[src/rtl/ddr3_sched_pkg.sv]
`default_nettype none
// ============================================================================
// Module   : ddr3_sched_pkg
// Purpose  : Shared opcode/state encodings and default DDR3 timing values.
// Revision : 1.0 - initial release
// ============================================================================
package ddr3_sched_pkg;

    typedef enum logic [1:0] {
        OP_ACT = 2'b00,
        OP_RD  = 2'b01,
        OP_WR  = 2'b10,
        OP_PRE = 2'b11
    } cmd_op_t;

    typedef enum logic [2:0] {
        S_IDLE     = 3'd0,
        S_ACT_WAIT = 3'd1,
        S_ROW_OPEN = 3'd2,
        S_RD_WAIT  = 3'd3,
        S_WR_WAIT  = 3'd4,
        S_BURST    = 3'd5,
        S_WR_RECOV = 3'd6,
        S_PRE_WAIT = 3'd7
    } sched_state_t;

    localparam int c_T_RCD   = 5;
    localparam int c_T_RP    = 5;
    localparam int c_T_RAS   = 15;
    localparam int c_T_CL    = 5;
    localparam int c_T_CWL   = 5;
    localparam int c_T_WR    = 6;
    localparam int c_T_BURST = 4;

endpackage
`default_nettype wire

[src/rtl/delay_timer.sv]
`default_nettype none
// ============================================================================
// Module   : delay_timer
// Purpose  : Loadable saturating down-counter; done flags the last cycle.
// Revision : 1.0 - initial release
// ============================================================================
module delay_timer #(
    parameter int CNT_W = 8
) (
    input  logic             clock,
    input  logic             reset_n,
    input  logic             load,
    input  logic [CNT_W-1:0] load_val,
    output logic             done
);

    logic [CNT_W-1:0] r_remain;

    always_ff @(posedge clock or negedge reset_n) begin
        if (!reset_n) begin
            r_remain <= '0;
        end else if (load) begin
            r_remain <= load_val;
        end else if (r_remain != '0) begin
            r_remain <= r_remain - CNT_W'(1);
        end
    end

    // Loaded with N on the entry edge, so remaining==1 marks the Nth cycle.
    assign done = (r_remain == CNT_W'(1));

endmodule
`default_nettype wire

[src/rtl/ddr3_cmd_timing_scheduler.sv]
`default_nettype none
// ============================================================================
// Module   : ddr3_cmd_timing_scheduler
// Purpose  : Single-bank DDR3 command scheduler enforcing tRCD/CL/CWL/tWR/tRAS/tRP.
// Revision : 1.0 - initial release
// ============================================================================
module ddr3_cmd_timing_scheduler
    import ddr3_sched_pkg::*;
#(
    parameter int T_RCD   = c_T_RCD,
    parameter int T_RP    = c_T_RP,
    parameter int T_RAS   = c_T_RAS,
    parameter int T_CL    = c_T_CL,
    parameter int T_CWL   = c_T_CWL,
    parameter int T_WR    = c_T_WR,
    parameter int T_BURST = c_T_BURST,
    parameter int ROW_W   = 15,
    parameter int COL_W   = 10,
    parameter int CNT_W   = 8
) (
    input  logic             clock,
    input  logic             reset_n,
    input  logic             cmd_valid,
    output logic             cmd_ready,
    input  logic [1:0]       cmd_op,
    input  logic [ROW_W-1:0] cmd_row,
    input  logic [COL_W-1:0] cmd_col,
    output logic             issue_valid,
    output logic [1:0]       issue_op,
    output logic [ROW_W-1:0] issue_row,
    output logic [COL_W-1:0] issue_col,
    output logic             data_phase,
    output logic             data_is_wr,
    output logic             row_open,
    output logic [ROW_W-1:0] open_row,
    output logic             err_illegal
);

    if (T_RCD < 1 || T_RCD >= (1 << CNT_W) || T_RP  < 1 || T_RP  >= (1 << CNT_W) ||
        T_RAS < 1 || T_RAS >= (1 << CNT_W) || T_CL  < 1 || T_CL  >= (1 << CNT_W) ||
        T_CWL < 1 || T_CWL >= (1 << CNT_W) || T_WR  < 1 || T_WR  >= (1 << CNT_W) ||
        T_BURST < 1 || T_BURST >= (1 << CNT_W)) begin : g_bad_timing
        $error("ddr3_cmd_timing_scheduler: every T_* must be in [1, 2**CNT_W)");
    end

    localparam logic [CNT_W-1:0] c_LD_RCD   = CNT_W'(T_RCD);
    localparam logic [CNT_W-1:0] c_LD_RP    = CNT_W'(T_RP);
    localparam logic [CNT_W-1:0] c_LD_RAS   = CNT_W'(T_RAS);
    localparam logic [CNT_W-1:0] c_LD_CL    = CNT_W'(T_CL);
    localparam logic [CNT_W-1:0] c_LD_CWL   = CNT_W'(T_CWL);
    localparam logic [CNT_W-1:0] c_LD_WR    = CNT_W'(T_WR);
    localparam logic [CNT_W-1:0] c_LD_BURST = CNT_W'(T_BURST);

    sched_state_t     r_state;
    sched_state_t     w_state_nxt;
    cmd_op_t          w_op;
    logic             r_live;
    logic             r_is_wr;
    logic [CNT_W-1:0] r_ras_cnt;
    logic             w_ras_ok;
    logic             w_ready;
    logic             w_accept;
    logic             w_legal;
    logic             w_issue;
    logic             w_load;
    logic [CNT_W-1:0] w_load_val;
    logic             w_timer_done;

    delay_timer #(
        .CNT_W    (CNT_W)
    ) u_state_timer (
        .clock    (clock),
        .reset_n  (reset_n),
        .load     (w_load),
        .load_val (w_load_val),
        .done     (w_timer_done)
    );

    always_comb begin
        w_op        = cmd_op_t'(cmd_op);
        w_ras_ok    = (r_ras_cnt >= c_LD_RAS);
        // PRE is stalled rather than rejected until tRAS has elapsed.
        w_ready     = r_live && ((r_state == S_IDLE) ||
                      ((r_state == S_ROW_OPEN) && ((w_op != OP_PRE) || w_ras_ok)));
        w_accept    = cmd_valid && w_ready;
        w_legal     = (r_state == S_IDLE) ? (w_op == OP_ACT) : (w_op != OP_ACT);
        w_issue     = w_accept && w_legal;
        w_state_nxt = r_state;
        w_load      = 1'b0;
        w_load_val  = '0;
        case (r_state)
            S_IDLE: begin
                if (w_issue) begin
                    w_state_nxt = S_ACT_WAIT;
                    w_load      = 1'b1;
                    w_load_val  = c_LD_RCD;
                end
            end
            S_ROW_OPEN: begin
                if (w_issue) begin
                    w_load = 1'b1;
                    case (w_op)
                        OP_RD: begin
                            w_state_nxt = S_RD_WAIT;
                            w_load_val  = c_LD_CL;
                        end
                        OP_WR: begin
                            w_state_nxt = S_WR_WAIT;
                            w_load_val  = c_LD_CWL;
                        end
                        default: begin
                            w_state_nxt = S_PRE_WAIT;
                            w_load_val  = c_LD_RP;
                        end
                    endcase
                end
            end
            S_ACT_WAIT: begin
                if (w_timer_done) w_state_nxt = S_ROW_OPEN;
            end
            S_RD_WAIT, S_WR_WAIT: begin
                if (w_timer_done) begin
                    w_state_nxt = S_BURST;
                    w_load      = 1'b1;
                    w_load_val  = c_LD_BURST;
                end
            end
            S_BURST: begin
                if (w_timer_done) begin
                    if (r_is_wr) begin
                        w_state_nxt = S_WR_RECOV;
                        w_load      = 1'b1;
                        w_load_val  = c_LD_WR;
                    end else begin
                        w_state_nxt = S_ROW_OPEN;
                    end
                end
            end
            S_WR_RECOV: begin
                if (w_timer_done) w_state_nxt = S_ROW_OPEN;
            end
            S_PRE_WAIT: begin
                if (w_timer_done) w_state_nxt = S_IDLE;
            end
            default: w_state_nxt = S_IDLE;
        endcase
    end

    assign cmd_ready = w_ready;

    always_ff @(posedge clock or negedge reset_n) begin
        if (!reset_n) begin
            r_state     <= S_IDLE;
            r_live      <= 1'b0;
            r_is_wr     <= 1'b0;
            r_ras_cnt   <= '0;
            issue_valid <= 1'b0;
            issue_op    <= 2'b00;
            issue_row   <= '0;
            issue_col   <= '0;
            data_phase  <= 1'b0;
            data_is_wr  <= 1'b0;
            row_open    <= 1'b0;
            open_row    <= '0;
            err_illegal <= 1'b0;
        end else begin
            r_state     <= w_state_nxt;
            r_live      <= 1'b1;
            issue_valid <= w_issue;
            issue_op    <= w_issue ? cmd_op : 2'b00;
            issue_row   <= !w_issue ? '0 : ((w_op == OP_ACT) ? cmd_row : open_row);
            issue_col   <= (w_issue && (w_op == OP_RD || w_op == OP_WR)) ? cmd_col : '0;
            err_illegal <= w_accept && !w_legal;
            data_phase  <= (w_state_nxt == S_BURST);
            data_is_wr  <= (w_state_nxt == S_BURST) && r_is_wr;

            if (w_issue && w_op == OP_ACT) begin
                row_open  <= 1'b1;
                open_row  <= cmd_row;
                r_ras_cnt <= '0;
            end else if (r_ras_cnt != '1) begin
                r_ras_cnt <= r_ras_cnt + CNT_W'(1);
            end

            if (w_issue && w_op == OP_PRE) row_open <= 1'b0;
            if (w_issue && (w_op == OP_RD || w_op == OP_WR)) r_is_wr <= (w_op == OP_WR);
        end
    end

endmodule
`default_nettype wire
[config.mk]
export PLATFORM = sky130hd
export DESIGN_NAME = ddr3_cmd_timing_scheduler
export DESIGN_NICKNAME = d
export VERILOG_FILES = /design/src/rtl/ddr3_sched_pkg.sv /design/src/rtl/delay_timer.sv /design/src/rtl/ddr3_cmd_timing_scheduler.sv
export SDC_FILE = /design/constraint.sdc
export NUM_CORES = 1
export LEC_CHECK = 0
export ABC_AREA = 1
export BUFFER_PORTS_ARGS = -buffer_cell sky130_fd_sc_hd__buf_2
export CORE_AREA = 10 10 88 90
export DETAILED_ROUTE_END_ITERATION = 6
export DIE_AREA = 0 0 98 100
export PLACE_DENSITY = 0.75
export SETUP_SLACK_MARGIN = 0.05
export SLEW_MARGIN = 20
export SYNTH_ARGS = -nofsm -noshare
export SYNTH_HDL_FRONTEND = slang
export SYNTH_HIERARCHICAL = 1
export SYNTH_SLANG_ARGS = --single-unit
[constraint.sdc]
create_clock -name clock -period 2.25 [get_ports clock]
set_input_delay 0.675 -clock clock [delete_from_list [all_inputs] [get_ports clock]]
set_output_delay 0.675 -clock clock [all_outputs]
set_load 0.05 [all_outputs]
==> flow_metrics.env, run 1 <==
export IMPL_status="finished, final reports clean"
export IMPL_synth_compound_area_share_pct=5.94
export IMPL_post_drt_via_cell_ratio=4.77
export IMPL_layout_setup_ws_ns=0.0789
export IMPL_final_max_slew_viol_count=0
export IMPL_rsz0062_at_grt="no"
export IMPL_coreArea_um2=6130
export IMPL_synth_mux_area_fraction_pct=0
export IMPL_die_w_um=98
export IMPL_clkLatencyLatePin_ns=0.34
export IMPL_fin_nets=502
export IMPL_initial_utilization_pct=51.2
export IMPL_stdcell_count=546
export IMPL_antenna_found_initial=0
export IMPL_cap_viol_max_count=0
export IMPL_wl_per_cell_um=13.4
export IMPL_root_buffer="clkbuf_8"
export IMPL_fillCellCount=544
export IMPL_ys_seq_elements=68
export IMPL_synth_top_family_by_area="simple AND/OR/NAND/NOR gates"
export IMPL_hold_violations=0
export IMPL_first_pass_iters=4
export IMPL_cpMaxStageDelayCell="buf_6"
export IMPL_min_path_type="in2async"
export IMPL_antenna_left=0
export IMPL_htreeDepth=3
export IMPL_drt_wl_total_mm=7.29
export IMPL_vias=2604
export IMPL_crit_buf_inv=2
export IMPL_path_max_fanout=3
export IMPL_critPathLaunchType="input pin"
export IMPL_stdcell_area_um2=3960
export IMPL_dp_cells=526
export IMPL_postPlaceCellArea_um2=3700
export IMPL_clk_pin_slew_ns=0.07
export IMPL_drc=0
export IMPL_syn_to_final_growth_pct=26.2
export IMPL_final_common_cell="nand2_1"
export IMPL_syn_area_per_cell_um2=8.64
export IMPL_synthAdderAreaFrac_pct=3.19
export IMPL_grt_usage_pct=14.8
export IMPL_powerDensity_nw_per_um2=1020
export IMPL_worst_path_most_repeated_cell="nor2_2"
export IMPL_cts_sinks=68
export IMPL_critPathKind="in2out"
export IMPL_yosys_cell_types_count=35
export IMPL_period_needed_ns=2.17
export IMPL_grt_max_degree=69
export IMPL_gp_congestion=0.828
export IMPL_synth_edf_count=0
export IMPL_setup_viol=0
export IMPL_grt_overflow=0
export IMPL_worstPathRequired_ns=1.57
export IMPL_critPathArrivalTime_ns=1.50
export IMPL_cp_num_cells=8
export IMPL_async_reset_ff_share_pct=100
export IMPL_period_share_pct=96.5
export IMPL_crit_family="simple AND/OR/NAND/NOR gates"
export IMPL_grt_first_pass_wirelength_mm=12.0
export IMPL_max_freq_mhz=461
export IMPL_synth_cells=363
export IMPL_die_h_um=100
export IMPL_detail_route_iter0_violations=75
export IMPL_p_leak_uw=0.00236
export IMPL_syn_area_um2=3140
export IMPL_grt_pass1_vias=2627
export IMPL_yosys_area_share_simple_pct=28.8
export IMPL_cts_tree="yes"
export IMPL_antennaDiodeCount=0
export IMPL_clock_path_buffers=2
export IMPL_yosys_warnings=6
export IMPL_die_area_um2=9800
export IMPL_synth_xor_xnor_area_share_pct=0
export IMPL_ios=78
export IMPL_yosysSeqAreaShare_pct=54.2
export IMPL_critical_path_max_stage_delay_ns=0.15
export IMPL_finClkSkew_ns=0.00697
export IMPL_num_rows=29
export IMPL_slew_headroom_pct=56.1
export IMPL_end_kind="output port"
export IMPL_final_cell_mix="116 x nand2_1, 74 x buf_2, 66 x dfrtp_1, 42 x inv_1, 40 x nor2_1"
export IMPL_drive_gt1_share_pct=31.8
export IMPL_port_buffers=77
export IMPL_crit_chain="buf_4, ha_4, nand2_2, nor2_1, nand2_1, nor2_2, nor2_2, buf_6"
export IMPL_rr_worst_depth=13
export IMPL_tightestPinTransition_ns=0.658
export IMPL_ys_flop_type="dfrtp_1"
export IMPL_cts_made_buffers=9
export IMPL_dpl_worst_slack_ns=-0.0386
export IMPL_ir_drop_mv=0.560
export IMPL_dp_final_hpwl_mm=5.52
## registers in the layout (all words and copies together) (netlist names)
| signal | flops |
|---|---|
| data_is_wr | 1 |
| data_phase | 1 |
| err_illegal | 1 |
| issue_col | 10 |
| issue_op | 2 |
| issue_row | 15 |
| issue_valid | 1 |
| open_row | 15 |
| r_is_wr | 1 |
| r_live | 1 |
| r_ras_cnt | 8 |
| r_state | 3 |
| row_open | 1 |
| u_state_timer/r_remain | 8 |
## cell usage after synthesis, types with 2 or more instances
master / number / share of area [%]
nor3_1: 4 / 0.64
a21oi_1: 9 / 1.4
inv_2: 3 / 0.36
buf_6: 2 / 0.72
nor2_1: 42 / 5.0
nand2_1: 118 / 14
buf_4: 2 / 0.48
buf_2: 3 / 0.48
nor2_4: 2 / 0.72
o21ai_0: 10 / 1.6
ha_1: 8 / 3.2
dfrtp_1: 68 / 54
o21ai_2: 4 / 1.1
inv_1: 42 / 5.0
conb_1: 2 / 0.24
nand3_4: 2 / 1.1
nand2_2: 8 / 1.6
nor2_2: 5 / 1.0
nand3_1: 13 / 2.1
## routing by layer
metal	track usage, %	wire length (um)	vias to the layer above
li1	-	-	1319
met1	16.3	2950	1205
met2	25.1	3640	73
met3	6.39	611	7
met4	4.92	94	0
met5	0	0	-
## report_power, final
group | switching, uW | total (uW) | leakage, uW | internal (uW)
Sequential | 197 | 1660 | 0.000899 | 1460
Clock | 460 | 920 | 0.0000876 | 459
Combinational | 962 | 1470 | 0.00138 | 511
Total | 1620 | 4050 | 0.00236 | 2430
## kinds of logic after synthesis
family | count (synthesis)
other cells | 2
simple gates | 201
fa+ha+maj | 8
flops | 68
buf+inv | 54
compound gates | 30
## per-stage QoR
step,hold slack [ns],utilization [%],TNS (ns),total power (uW)
after floorplan,0.379,-,0,2720
after global routing,0.361,64.5,0,4340
after CTS,0.360,63.8,0,4040
final,0.330,64.5,0,4050
after global placement,0.472,60.3,0,3030
after detailed placement,0.493,60.3,-0.0386,3090
## final cells by class
class | instances | area [um2] | share of cell area (%)
Sequential cell | 68 | 1700 | 43.1
Clock inverter | 5 | 36.3 | 0.917
Timing Repair Buffer | 93 | 542 | 13.7
Tap cell | 77 | 96.3 | 2.43
Inverter | 47 | 184 | 4.65
Clock buffer | 11 | 151 | 3.83
Multi-Input combinational cell | 245 | 1240 | 31.4
## final timing paths
path | from | endpoint | slack [ns]
setup / recovery | cmd_op[0] | cmd_ready | 0.08
hold / removal | reset_n | r_ras_cnt[3] | 0.33
setup reg to reg | u_state_timer/r_remain[6] | u_state_timer/r_remain[7] | 0.30
hold reg to reg | open_row[10] | issue_row[10] | 0.50
max in group asynchronous | reset_n | issue_row[4] | 1.61
min in group clock | open_row[10] | issue_row[10] | 0.50
## repair_timing
action,4_1_cts,5_1_grt
pin swaps,2,5
hold buffers,0,0
resized for setup,6,7
setup endpoints to repair,1,1
setup buffers,1,3
(Power assumes the default switching activity.)
==> run 2: changes to the inputs <==
- PLACE_DENSITY: 0.75 -> 0.8
==> run 2 against run 1 <==
First-iteration DRC count is 39% lower. Fmax is 0.65% higher. Largest power group unchanged. Critical path type is now reg2out. Sequential cell count stayed put. Die area stayed put.
==> flow_metrics.env, run 2 (synthesis results as in run 1) <==
export IMPL_worstPathRequired_ns=1.57
export IMPL_die_h_um=100
export IMPL_hold_violations=0
export IMPL_rsz0062_at_grt="yes"
export IMPL_drive_gt1_share_pct=32.6
export IMPL_grt_overflow=0
export IMPL_detail_route_iter0_violations=46
export IMPL_gp_congestion=0.830
export IMPL_critPathKind="reg2out"
export IMPL_finish_utilization_pct=65.3
export IMPL_top_regs="issue_row x15, open_row x15, issue_col x10"
export IMPL_antenna_found_initial=0
export IMPL_clock_path_buffers=2
export IMPL_initial_utilization_pct=51.2
export IMPL_ir_drop_mv=0.526
export IMPL_period_needed_ns=2.16
export IMPL_grt_first_pass_wirelength_mm=12.6
export IMPL_cts_made_buffers=9
export IMPL_ios=78
export IMPL_num_rows=29
export IMPL_path_max_fanout=5
export IMPL_critPathArrivalTime_ns=1.48
export IMPL_grt_max_degree=69
export IMPL_die_w_um=98
export IMPL_port_buffers=77
export IMPL_first_pass_iters=4
export IMPL_final_max_slew_viol_count=0
export IMPL_htreeDepth=3
export IMPL_grt_pass1_vias=2704
export IMPL_powerDensity_nw_per_um2=1010
export IMPL_coreArea_um2=6130
export IMPL_min_path_type="in2async"
export IMPL_clk_pin_slew_ns=0.08
export IMPL_wl_per_cell_um=13.7
export IMPL_finalPower_uw=4030
export IMPL_drc=0
export IMPL_root_buffer="clkbuf_8"
export IMPL_syn_to_final_growth_pct=27.7
export IMPL_status="finished, final reports clean"
export IMPL_p_leak_uw=0.00239
export IMPL_post_drt_via_cell_ratio=4.78
export IMPL_clkLatencyLatePin_ns=0.35
export IMPL_antennaDiodeCount=0
export IMPL_setup_viol=0
export IMPL_antenna_left=0
export IMPL_layout_setup_ws_ns=0.0929
export IMPL_cts_tree="yes"
export IMPL_final_cell_mix="116 x nand2_1, 74 x buf_2, 67 x dfrtp_1, 41 x inv_1, 39 x nor2_1"
export IMPL_die_area_um2=9800
export IMPL_cts_sinks=68
export IMPL_drt_wl_total_mm=7.50
export IMPL_final_common_cell="nand2_1"
export IMPL_cap_viol_max_count=0
export IMPL_max_freq_mhz=464
export IMPL_dpl_worst_slack_ns=-0.00996
export IMPL_finClkSkew_ns=0.0110
export IMPL_dp_final_hpwl_mm=5.52
export IMPL_end_kind="output port"
export IMPL_period_share_pct=95.9
export IMPL_grt_usage_pct=15.6
export IMPL_fin_nets=506
export IMPL_critPathLaunchType="flop"
export IMPL_vias=2622
export IMPL_fin_tns_setup_ns=0
## run 2: cell count changes in the layout (fill, tap and decap cells not counted), sizes merged
cell	previous run	this run
buf	93	97
clkinv	2	4
clkinvlp	3	2
clkbuf	11	9
## run 2: power by group
group / internal, uW / leakage (uW) / switching (uW) / total [uW]
clock: 392 / 0.0000811 / 473 / 866
sequential: 1460 / 0.000900 / 201 / 1660
combinational: 516 / 0.00141 / 988 / 1500
total: 2370 / 0.00239 / 1660 / 4030
## run 2: timing repair
action | 4_1_cts | 5_1_grt
setup endpoints to repair | 1 | 8
setup buffers | 0 | 5
gates cloned | 0 | 0
hold buffers | 0 | 0
endpoints found under the hold margin | 0 | 0
gates resized for setup | 4 | 13
pin swaps | 0 | 7
## run 2: through the flow
| stage | std cells | area [um2] | hold slack [ns] |
|---|---|---|---|
| 6_report | 549 | 4010 | 0.335 |
| 3_3_place_gp | 529 | 3750 | 0.472 |
| 4_1_cts | 544 | 3930 | 0.348 |
| 2_1_floorplan | 367 | 3150 | 0.379 |
| 5_1_grt | 549 | 4010 | 0.349 |
| 3_5_place_dp | 529 | 3750 | 0.480 |
## run 2: layer usage
metal  GRT usage (%)  share of wire [%]
met2            25.4                 48
met4            7.72                2.0
met1            17.6                 41
met5               0                  0
met3            6.04                8.8
## run 2: cell type report
cell class                      instances  area [um2]
Timing Repair Buffer                   97         604
Clock inverter                          6        42.5
Sequential cell                        68        1700
Inverter                               47         184
Fill cell                             509        2130
Tap cell                               77        96.3
Multi-Input combinational cell        245        1250
Clock buffer                            9         124
## run 2: worst max-delay path: stages, from the launching register on
cell and delay (ns):
dfrtp_2 0.45, nor2_4 0.15, nand2_2 0.09, nand2_1 0.08, nor2_2 0.05, nor2_2 0.14, buf_6 0.18
## run 2: path summary, 6_finish.rpt
path	start	end	slack (ns)	cells past startpoint
setup / recovery	r_state[0]	cmd_ready	0.09	6
hold / removal	reset_n	u_state_timer/r_remain[5]	0.34	2
setup reg to reg	u_state_timer/r_remain[1]	u_state_timer/r_remain[7]	0.28	14
hold reg to reg	open_row[10]	issue_row[10]	0.50	2
max in group asynchronous	reset_n	r_state[0]	1.61	2
min in group clock	open_row[10]	issue_row[10]	0.50	2
